==> config.mk <==
export PLATFORM = sky130hd
export DESIGN_NAME = tilt_motion_ctrl_flat
export DESIGN_NICKNAME = d
export VERILOG_FILES = /design/src/rtl/tilt_motion_ctrl_if.sv /design/src/rtl/tilt_motion_ctrl.sv /design/src/flat_wrapper.sv
export SDC_FILE = /design/constraint.sdc
export NUM_CORES = 1
export LEC_CHECK = 0
export CAP_MARGIN = 20
export CORE_UTILIZATION = 56
export DETAILED_ROUTE_END_ITERATION = 8
export PLACE_DENSITY_LB_ADDON = 0.2
export SETUP_SLACK_MARGIN = 0.4
export SYNTH_ARGS = -nofsm -noshare
export SYNTH_HDL_FRONTEND = slang
export SYNTH_SLANG_ARGS = --single-unit
==> constraint.sdc <==
create_clock -name slowclk -period 6.5 [get_ports slowclk]
set_input_delay 1.3 -clock slowclk [delete_from_list [all_inputs] [get_ports slowclk]]
set_output_delay 1.3 -clock slowclk [all_outputs]
set_load 0.1 [all_outputs]
==> src/rtl/tilt_motion_ctrl_if.sv <==
// Sample handshake between the accelerometer front end and tilt_motion_ctrl.
//
// Handshake: a sample transfers on a rising slowclk edge where sample_valid
// and sample_ready are both high. The master holds accel_data stable while
// sample_valid is high. sample_ready may drop at any time without a transfer.
// A sample offered while sample_ready is low is simply not taken.
interface tilt_motion_ctrl_if #(
    parameter int NUM_AXES = 2,
    parameter int DATA_W   = 16
);
    logic                         sample_valid;
    logic                         sample_ready;
    logic [NUM_AXES*DATA_W-1:0]   accel_data;

    modport master (
        output sample_valid,
        output accel_data,
        input  sample_ready
    );

    modport slave (
        input  sample_valid,
        input  accel_data,
        output sample_ready
    );
endinterface

==> src/rtl/tilt_motion_ctrl.sv <==
// Accelerometer-to-position controller. Each axis runs a power-of-two
// moving-average filter, maps the filtered tilt to a capped speed outside a
// dead zone, and moves a clamped position once per accepted sample.
// state_dbg exposes the controller state for checkers.
module tilt_motion_ctrl #(
    parameter int NUM_AXES   = 2,
    parameter int DATA_W     = 16,
    parameter int POS_W      = 16,
    parameter int AVG_LOG2   = 2,
    parameter int DEADZONE   = 128,
    parameter int TILT_SHIFT = 7,
    parameter int MAX_SPEED  = 4
) (
    input  logic                        slowclk,
    input  logic                        reset_n,
    tilt_motion_ctrl_if.slave           sif,
    input  logic [NUM_AXES-1:0]         invert,
    input  logic [NUM_AXES*POS_W-1:0]   pos_init,
    input  logic [NUM_AXES*POS_W-1:0]   pos_max,
    input  logic                        recenter,
    input  logic                        freeze,
    output logic [NUM_AXES*POS_W-1:0]   pos,
    output logic                        pos_valid,
    output logic                        pos_upd,
    output logic [NUM_AXES-1:0]         moving,
    output logic [NUM_AXES-1:0]         at_min,
    output logic [NUM_AXES-1:0]         at_max,
    output logic [1:0]                  state_dbg
);
    localparam int D  = 1 << AVG_LOG2;
    localparam int AW = DATA_W + AVG_LOG2;      // accumulator width
    localparam int MW = DATA_W + 1;             // magnitude width, holds 2^(DATA_W-1)
    localparam int SW = $clog2(MAX_SPEED + 1);  // speed width
    localparam int FW = AVG_LOG2 + 1;           // fill count 0..D
    localparam int NW = POS_W + 2;              // signed next-position width

    typedef enum logic [1:0] {
        ST_INIT   = 2'd0,
        ST_IDLE   = 2'd1,
        ST_FILTER = 2'd2,
        ST_STEP   = 2'd3
    } state_t;

    state_t              state_q;
    logic [DATA_W-1:0]   win_q   [NUM_AXES][D];   // index 0 newest, D-1 oldest
    logic signed [AW-1:0] acc_q  [NUM_AXES];
    logic [FW-1:0]       fill_q;
    logic [SW-1:0]       speed_q [NUM_AXES];
    logic [NUM_AXES-1:0] dir_q;                   // 1 = move toward 0

    logic [DATA_W-1:0]   sample_w [NUM_AXES];
    logic [AW-1:0]       acc_nxt  [NUM_AXES];
    logic [SW-1:0]       spd_w    [NUM_AXES];
    logic [NUM_AXES-1:0] neg_w;
    logic [NUM_AXES*POS_W-1:0] step_pos, init_pos;
    logic [NUM_AXES-1:0] step_min, step_max, init_min, init_max;

    assign sif.sample_ready = (state_q == ST_IDLE) && !recenter;
    assign state_dbg        = state_q;

    // Per-axis datapath: window update, average, speed/direction, clamped next position.
    always_comb begin
        logic [DATA_W-1:0] avg;
        logic [MW-1:0]     avg_ext, mag, excess, quot;
        logic [NW-1:0]     cur, delta, nxt;
        logic [POS_W-1:0]  lim, clamped, ini;
        avg = '0; avg_ext = '0; mag = '0; excess = '0; quot = '0;
        cur = '0; delta = '0; nxt = '0; lim = '0; clamped = '0; ini = '0;
        step_pos = '0; init_pos = '0;
        step_min = '0; step_max = '0; init_min = '0; init_max = '0;
        neg_w = '0;
        for (int k = 0; k < NUM_AXES; k++) begin
            sample_w[k] = sif.accel_data[k*DATA_W +: DATA_W];
            acc_nxt[k]  = acc_q[k]
                        + {{AVG_LOG2{sample_w[k][DATA_W-1]}}, sample_w[k]}
                        - {{AVG_LOG2{win_q[k][D-1][DATA_W-1]}}, win_q[k][D-1]};

            // Dropping the low AVG_LOG2 bits is the arithmetic shift of the sum.
            avg     = acc_q[k][AW-1:AVG_LOG2];
            avg_ext = {avg[DATA_W-1], avg};
            mag     = avg[DATA_W-1] ? (~avg_ext + MW'(1)) : avg_ext;
            excess  = mag - MW'(DEADZONE);
            quot    = (excess >> TILT_SHIFT) + MW'(1);
            if (mag <= MW'(DEADZONE))
                spd_w[k] = '0;
            else if (quot > MW'(MAX_SPEED))
                spd_w[k] = SW'(MAX_SPEED);
            else
                spd_w[k] = quot[SW-1:0];
            neg_w[k] = avg[DATA_W-1] ^ invert[k];

            lim   = pos_max[k*POS_W +: POS_W];
            cur   = {2'b00, pos[k*POS_W +: POS_W]};
            delta = {{(NW-SW){1'b0}}, speed_q[k]};
            if (freeze)
                nxt = cur;
            else if (dir_q[k])
                nxt = cur - delta;
            else
                nxt = cur + delta;
            if (nxt[NW-1])
                clamped = '0;
            else if (nxt > {2'b00, lim})
                clamped = lim;
            else
                clamped = nxt[POS_W-1:0];
            step_pos[k*POS_W +: POS_W] = clamped;
            step_min[k] = (clamped == '0);
            step_max[k] = (clamped == lim);

            ini = (pos_init[k*POS_W +: POS_W] > lim) ? lim : pos_init[k*POS_W +: POS_W];
            init_pos[k*POS_W +: POS_W] = ini;
            init_min[k] = (ini == '0);
            init_max[k] = (ini == lim);
        end
    end

    // Controller FSM with registered outputs; recenter overrides every state.
    always_ff @(posedge slowclk or negedge reset_n) begin
        if (!reset_n) begin
            state_q   <= ST_INIT;
            pos       <= '0;
            pos_valid <= 1'b0;
            pos_upd   <= 1'b0;
            moving    <= '0;
            at_min    <= '0;
            at_max    <= '0;
            fill_q    <= '0;
            dir_q     <= '0;
            for (int k = 0; k < NUM_AXES; k++) begin
                acc_q[k]   <= '0;
                speed_q[k] <= '0;
                for (int j = 0; j < D; j++) win_q[k][j] <= '0;
            end
        end else begin
            pos_upd <= 1'b0;
            if (recenter || state_q == ST_INIT) begin
                pos       <= init_pos;
                pos_valid <= 1'b1;
                at_min    <= init_min;
                at_max    <= init_max;
                state_q   <= ST_IDLE;
            end else begin
                case (state_q)
                    ST_IDLE: begin
                        if (sif.sample_valid) begin
                            for (int k = 0; k < NUM_AXES; k++) begin
                                for (int j = D - 1; j > 0; j--) win_q[k][j] <= win_q[k][j-1];
                                win_q[k][0] <= sample_w[k];
                                acc_q[k]    <= acc_nxt[k];
                            end
                            if (fill_q < FW'(D)) fill_q <= fill_q + FW'(1);
                            state_q <= ST_FILTER;
                        end
                    end
                    ST_FILTER: begin
                        if (fill_q < FW'(D)) begin
                            state_q <= ST_IDLE;
                        end else begin
                            for (int k = 0; k < NUM_AXES; k++) speed_q[k] <= spd_w[k];
                            dir_q   <= neg_w;
                            state_q <= ST_STEP;
                        end
                    end
                    ST_STEP: begin
                        pos <= step_pos;
                        for (int k = 0; k < NUM_AXES; k++)
                            moving[k] <= (speed_q[k] != '0) && !freeze;
                        at_min  <= step_min;
                        at_max  <= step_max;
                        pos_upd <= 1'b1;
                        state_q <= ST_IDLE;
                    end
                    default: state_q <= ST_IDLE;
                endcase
            end
        end
    end
endmodule

==> src/flat_wrapper.sv <==
// flat-port wrapper written by rule: the top's interface ports become plain ports
module tilt_motion_ctrl_flat 
#(
    parameter int NUM_AXES   = 2,
    parameter int DATA_W     = 16,
    parameter int POS_W      = 16,
    parameter int AVG_LOG2   = 2,
    parameter int DEADZONE   = 128,
    parameter int TILT_SHIFT = 7,
    parameter int MAX_SPEED  = 4
)
  (slowclk, reset_n, invert, pos_init, pos_max, recenter, freeze, pos, pos_valid, pos_upd, moving, at_min, at_max, state_dbg, sif_sample_valid, sif_accel_data, sif_sample_ready);
  tilt_motion_ctrl_if #(.NUM_AXES(NUM_AXES), .DATA_W(DATA_W)) sif_i ();
  input  logic slowclk;
  input  logic reset_n;
  input  logic [NUM_AXES-1:0] invert;
  input  logic [NUM_AXES*POS_W-1:0] pos_init;
  input  logic [NUM_AXES*POS_W-1:0] pos_max;
  input  logic recenter;
  input  logic freeze;
  output logic [NUM_AXES*POS_W-1:0] pos;
  output logic pos_valid;
  output logic pos_upd;
  output logic [NUM_AXES-1:0] moving;
  output logic [NUM_AXES-1:0] at_min;
  output logic [NUM_AXES-1:0] at_max;
  output logic [1:0] state_dbg;
  input wire logic [$bits(sif_i.sample_valid)-1:0] sif_sample_valid;
  input wire logic [$bits(sif_i.accel_data)-1:0] sif_accel_data;
  output wire logic [$bits(sif_i.sample_ready)-1:0] sif_sample_ready;
  assign sif_i.sample_valid = sif_sample_valid;
  assign sif_i.accel_data = sif_accel_data;
  assign sif_sample_ready = sif_i.sample_ready;
  tilt_motion_ctrl #(.NUM_AXES(NUM_AXES), .DATA_W(DATA_W), .POS_W(POS_W), .AVG_LOG2(AVG_LOG2), .DEADZONE(DEADZONE), .TILT_SHIFT(TILT_SHIFT), .MAX_SPEED(MAX_SPEED)) u_core (.slowclk(slowclk), .reset_n(reset_n), .sif(sif_i), .invert(invert), .pos_init(pos_init), .pos_max(pos_max), .recenter(recenter), .freeze(freeze), .pos(pos), .pos_valid(pos_valid), .pos_upd(pos_upd), .moving(moving), .at_min(at_min), .at_max(at_max), .state_dbg(state_dbg));
endmodule
### After elaboration in Yosys (flattened, before gate mapping)

Cells that the tools add are included.

* $add $sub $neg: 15
* magnitude comparators: 9
* equality and inequality tests: 8
* mux-type cells: 28
* bitwise logic cells: 6
* reduce and logical (&&, ||, !) cells: 18

Operator list (number)
* 16-bit 2-to-1 mux: 6
* 18-bit 2-to-1 mux: 4
* 16-bit == test: 4
* 16-bit zero test: 4
* 32-bit 2-to-1 mux: 2
* 18-bit adder: 2
* 18-bit by 16-bit greater-than comparator with 1-bit output: 2
* 18-bit subtractor: 2
* 16-bit by 3-bit adder with 17-bit output: 2
* 17-bit by 1-bit adder with 17-bit output (second input constant): 2
* 17-bit by 3-bit greater-than comparator with 1-bit output (second input constant): 2
* 17-bit by 8-bit <= comparator with 1-bit output (second input constant): 2
* 17-bit 2-to-1 mux: 2
* 17-bit inverter: 2
* 16-bit by 3-bit subtractor with 17-bit output: 2
* 17-bit by 8-bit subtractor with 17-bit output (second input constant): 2
* 16-bit greater-than comparator: 2
* 10-bit by 1-bit adder with 11-bit output (second input constant): 2
* 2-bit 2-to-1 mux: 7
* 3-bit 2-to-1 mux: 4
* 3-bit AND reduction: 2
* 3-bit nonzero test: 2
* 2-bit == test (second input constant): 2
* 2-bit case mux with 2 select lines: 1
* other kinds (14): 20

* register bits after elaboration: 217
* input bits: 103
* output and inout bits: 43
* word-level logic and storage cells: 105

### Depth between registers and ports, before layout

* depth in word-level cells: 9
* gate-level depth with buffers: 21
* depth with buffers taken out: 19

### Worst setup path before layout

Ideal clock, no wire load.

* path kind: flip-flop to flip-flop
* start point: register u_core.pos[16]
* end point: register u_core.pos[27]
* setup time: 0.136 ns
* arrival: 4.922 ns
* data required time: 6.364 ns
* setup slack: 1.442 ns
* cell stages (with the launch flop): 19
* buffers on the path: 2
* period minus slack after synthesis: 5.058 ns
* cells stage by stage: dfrtp_1 > inv_1 > ha_1 > fa_1 > or2b_2 > and3_1 > a32o_1 > xor2_1 > ha_1 > and4_1 > a2111oi_0 > o211a_1 > o21a_1 > clkbuf_8 > clkbuf_1 > mux2i_1 > nor2_1 > o21ai_0 > o21ai_0

* longest elaborated chain between the ends: 8
* elaborated cells on any way between the ends: 9
* classes of those cells: add/sub: 2; order compare: 1; mux: 6

Ends and longest elaborated chain
* start, declared: RTL line tilt_motion_ctrl.sv:22 `output logic [NUM_AXES*POS_W-1:0] pos,`
* start signal, assigned: RTL line tilt_motion_ctrl.sv:138 `pos <= init_pos;`
* start signal, assigned: RTL line tilt_motion_ctrl.sv:166 `pos <= step_pos;`
* 16-bit by 3-bit adder with 17-bit output or 16-bit by 3-bit subtractor with 17-bit output (tied branches): RTL line tilt_motion_ctrl.sv:100, tilt_motion_ctrl.sv:98
* 18-bit 2-to-1 mux: RTL line tilt_motion_ctrl.sv:97 `else if (dir_q[k])`
* 18-bit 2-to-1 mux *: RTL line tilt_motion_ctrl.sv:95 `if (freeze)`
* 18-bit by 16-bit greater-than comparator with 1-bit output: RTL line tilt_motion_ctrl.sv:103 `else if (nxt > {2'b00, lim})`
* 16-bit 2-to-1 mux: RTL line tilt_motion_ctrl.sv:103
* 16-bit 2-to-1 mux *: RTL line tilt_motion_ctrl.sv:101 `if (nxt[NW-1])`
* 32-bit 2-to-1 mux *: RTL line tilt_motion_ctrl.sv:144 `case (state_q)`
* 32-bit 2-to-1 mux *: RTL line tilt_motion_ctrl.sv:137 `if (recenter || state_q == ST_INIT) begin`

Every way passes the cells marked *; elsewhere a longest branch is shown, timed or not. The select of a mux whose other input is x is not followed.
A chain may end at the register's enable or synchronous reset.

### Worst setup path in the final report

* start point: input freeze
* end point: register u_core.pos[30]

* longest elaborated chain between the ends: 6

Ends and longest elaborated chain
* start, declared: RTL line flat_wrapper.sv:20 `input logic freeze;`
* 18-bit 2-to-1 mux *: RTL line tilt_motion_ctrl.sv:95
* 18-bit by 16-bit greater-than comparator with 1-bit output: RTL line tilt_motion_ctrl.sv:103
* 16-bit 2-to-1 mux: RTL line tilt_motion_ctrl.sv:103
* 16-bit 2-to-1 mux *: RTL line tilt_motion_ctrl.sv:101
* 32-bit 2-to-1 mux *: RTL line tilt_motion_ctrl.sv:144
* 32-bit 2-to-1 mux *: RTL line tilt_motion_ctrl.sv:137

Marked as above.

==> flow_summary.json <==
{
  "outcome": "complete, but fails checks",
  "violations": "DRC",
  "cts.root.buffer_cell": "clkbuf_16",
  "htree_levels": 1,
  "required_ns": 6.91,
  "path_delay_family": "compound AO/OA/AOI/OAI gates",
  "cp-startpoint": "freeze",
  "firstDrtPassIters": 9,
  "rows": 64,
  "drive_gt1_frac": 0.05272,
  "yosysWarnings": 0,
  "ys_top_cells_by_count": "nand2_1, inv_1, dfrtp_1, o21ai_0, ha_1",
  "fin_skew_ns": 0.009168,
  "diodes": 0,
  "totalNegativeSetupSlack_ns": 0,
  "drtAntennaViolNets": 0,
  "cts.clk_slew.worst_paths_ns": 0.06,
  "dieArea_um2": 32300,
  "hold_viol": 0,
  "num-fill-cells": 2624,
  "cts_made_buffers": 26,
  "hold_end": "u_core.win_q[106]",
  "crit_chain": "clkdlybuf4s50_1 > buf_4 > nor4_1 > and3_1 > a32o_1 > xor2_1 > ha_1 > and4_1 > a2111oi_0 > o211a_1 > o21a_1 > buf_4 > and2_1 > o21ai_0 > a221oi_1 > a21oi_1",
  "reg2reg_slack_ns": 1.27,
  "antenna_found_initial": 1,
  "syn_inst": 2215,
  "netlist_area_um2": 17690,
  "synth_most_common_cell": "nand2_1",
  "clkSinkCount": 217,
  "maxSlewHeadroom": 0.3067,
  "core_area_um2": 30830,
  "r2r-end": "u_core.pos[30]",
  "clk_latency_ns": 0.55,
  "critPathArrivalTime_ns": 5.92,
  "final_max_slew_viol_count": 0,
  "nets": 2580,
  "grt_max_degree": 136,
  "holdPathStages": 2,
  "p_leak_nw": 9.523,
  "cp_max_fo": 21,
  "cts.path.max_buffers": 3,
  "netlist-cell-type-count": 98,
  "grt_pass1_wl_um": 84480,
  "cts_resized": 0,
  "max-cap-violations": 0,
  "port_buffers": 145,
  "gp_congestion": 0.9975,
  "irDropWorstVdd_mv": 0.3621,
  "cp-start-kind": "primary input",
  "drt_first_iter_violations": 1373,
  "fin_crit_ns": 5.511,
  "ys_top_cells_by_area": "dfrtp_1, nand2_1, ha_1",
  "synth_fp_nets": 2480,
  "synth_top_area_frac": 0.3070,
  "via_per_inst": 6.070,
  "die_y_um": 179.7,
  "crit_path_end_kind": "flop",
  "rsz0062_at_grt": "false",
  "vias": 16566,
  "cp_num_buf_inv": 3,
  "track_usage": 0.3207,
  "crit_slowest_cell": "a2111oi_0",
  "setup_viol": 0,
  "drc": 24,
  "synth_area_leader_cell": "dfrtp_1",
  "grt_pass1_vias": 16094,
  "hold_path.class": "flop to flop",
  "hp-start": "u_core.win_q[122]",
  "syn_to_final_growth_pct": 15.09,
  "initial_core_util": 0.5738,
  "ff2ff_path_depth": 16,
  "holdBufCountCts": 0,
  "fin_util": 0.6604,
  "p_per_area_nw_per_um2": 558.4,
  "max_slew.worst_pin.slew_ns": 1.030,
  "fin_crit_sh": 0.8479,
  "cts_tree": "yes",
  "async_flop_share": 1.000,
  "wl_per_cell_um": 18.91,
  "regToRegStartpoint": "u_core.pos[17]",
  "postCtsSetupBuffers": 0,
  "routed_wl_um": 51590,
  "fmax_mhz": 181.4,
  "path_class": "primary input to flop",
  "io_pins": 146,
  "cpMostUsedCell": "buf_4",
  "synth_seq_cells": 217,
  "cp_slowest_stage_delay_ns": 0.52,
  "syn_avg_cell_area_um2": 7.987,
  "synth_edf_count": 0,
  "place_hpwl_um": 38520,
  "ys.flop_type": "dfrtp_1",
  "grt_overflow": 0,
  "fp.dieW_um": 179.7,
  "yosysSeqAreaShare": 0.3070
}
power by group:
part | switching [mW] | internal, mW
clock | 0.605 | 0.961
combinational | 4.45 | 2.69
sequential | 0.709 | 1.96
worst reg2reg max path: stages (launching register included):
cell	delay (ns)
dfrtp_1	0.51
inv_1	0.20
fa_1	0.52
or2b_2	0.35
and3_1	0.22
a32o_1	0.31
xor2_1	0.32
ha_1	0.32
and4_1	0.20
a2111oi_0	0.52
o211a_1	0.24
o21a_1	0.40
buf_4	0.26
and2_1	0.20
o21ai_0	0.10
a221oi_1	0.34
a21oi_1	0.07
area by class of cell:
cell class | instances | area (um2) | share of cell area
flip-flops and latches | 217 | 5430 | 0.2667
multi-input cells | 1669 | 10950 | 0.5379
repair buffers | 173 | 1692 | 0.08309
clock inverters | 13 | 197.7 | 0.009710
well taps | 396 | 495.5 | 0.02434
inverters | 228 | 855.8 | 0.04204
clock buffers | 33 | 737.0 | 0.03620
worst max-delay path by stage:
stage | end | depth (start not counted) | slack [ns]
finish | u_core.pos[30] | 16 | 0.99
global route | u_core.pos[30] | 17 | 0.66
CTS | u_core.pos[30] | 16 | 1.20
detailed placement | u_core.pos[30] | 16 | 0.63
global placement | u_core.at_min[0] | 17 | 0.72
floorplan | u_core.pos[27] | 18 | 1.44
per-layer routing:
layer	track usage	wire length (um)	vias to the layer above
met5	0	13	-
li1	-	-	7898
met1	0.4425	22850	7868
met4	0.1038	1607	2
met3	0.04761	3831	115
met2	0.5188	23290	683
registers in the layout, indices dropped and copies added, names as in the netlist, 3 cells and up:
register        cells
u_core.speed_q      6
u_core.acc_q       36
u_core.win_q      128
u_core.pos         32
u_core.fill_q       3
cell usage in the layout, fill, tap and decap left out, types with 27 or more instances in the layout:
cell | synthesis | routed
a211oi_1 | 29 | 29
xnor2_1 | 58 | 58
xor2_1 | 35 | 35
clkdlybuf4s50_1 | 0 | 144
ha_1 | 124 | 124
a21oi_1 | 93 | 93
nand2_1 | 457 | 457
a31oi_1 | 28 | 27
nand4_1 | 27 | 27
fa_1 | 38 | 38
nor2_1 | 106 | 104
dfrtp_1 | 217 | 217
inv_1 | 228 | 228
o21ai_0 | 156 | 156
mux2i_1 | 38 | 38
nor4_1 | 44 | 44
nor3_1 | 58 | 58
nand3_1 | 41 | 40
cells by family after synthesis:
kind of cell               Yosys count  synth area share
muxes                               47           0.02723
AOI/OAI and AO/OA                  494            0.1823
buffers and inverters              329           0.07589
and+or+nand+nor                    871            0.2287
DFF                                217            0.3070
adders and majority gates          162            0.1307
xor gates and xnor gates            95           0.04824
per-stage QoR:
stage / worst slack, ns / hold WS, ns / power [mW] / area (um2) / cells
final: 0.9888 / 0.4625 / 11.37 / 20360 / 2729
after global routing: 0.6631 / 0.4803 / 12.33 / 20360 / 2729
after CTS: 1.201 / 0.4544 / 11.34 / 20360 / 2729
after detailed placement: 0.6315 / 0.4487 / 9.707 / 19420 / 2683
after global placement: 0.7232 / 0.4456 / 9.481 / 19420 / 2683
after floorplan: 1.442 / 0.4386 / 7.974 / 17690 / 2215
(Power assumes the default switching activity.)
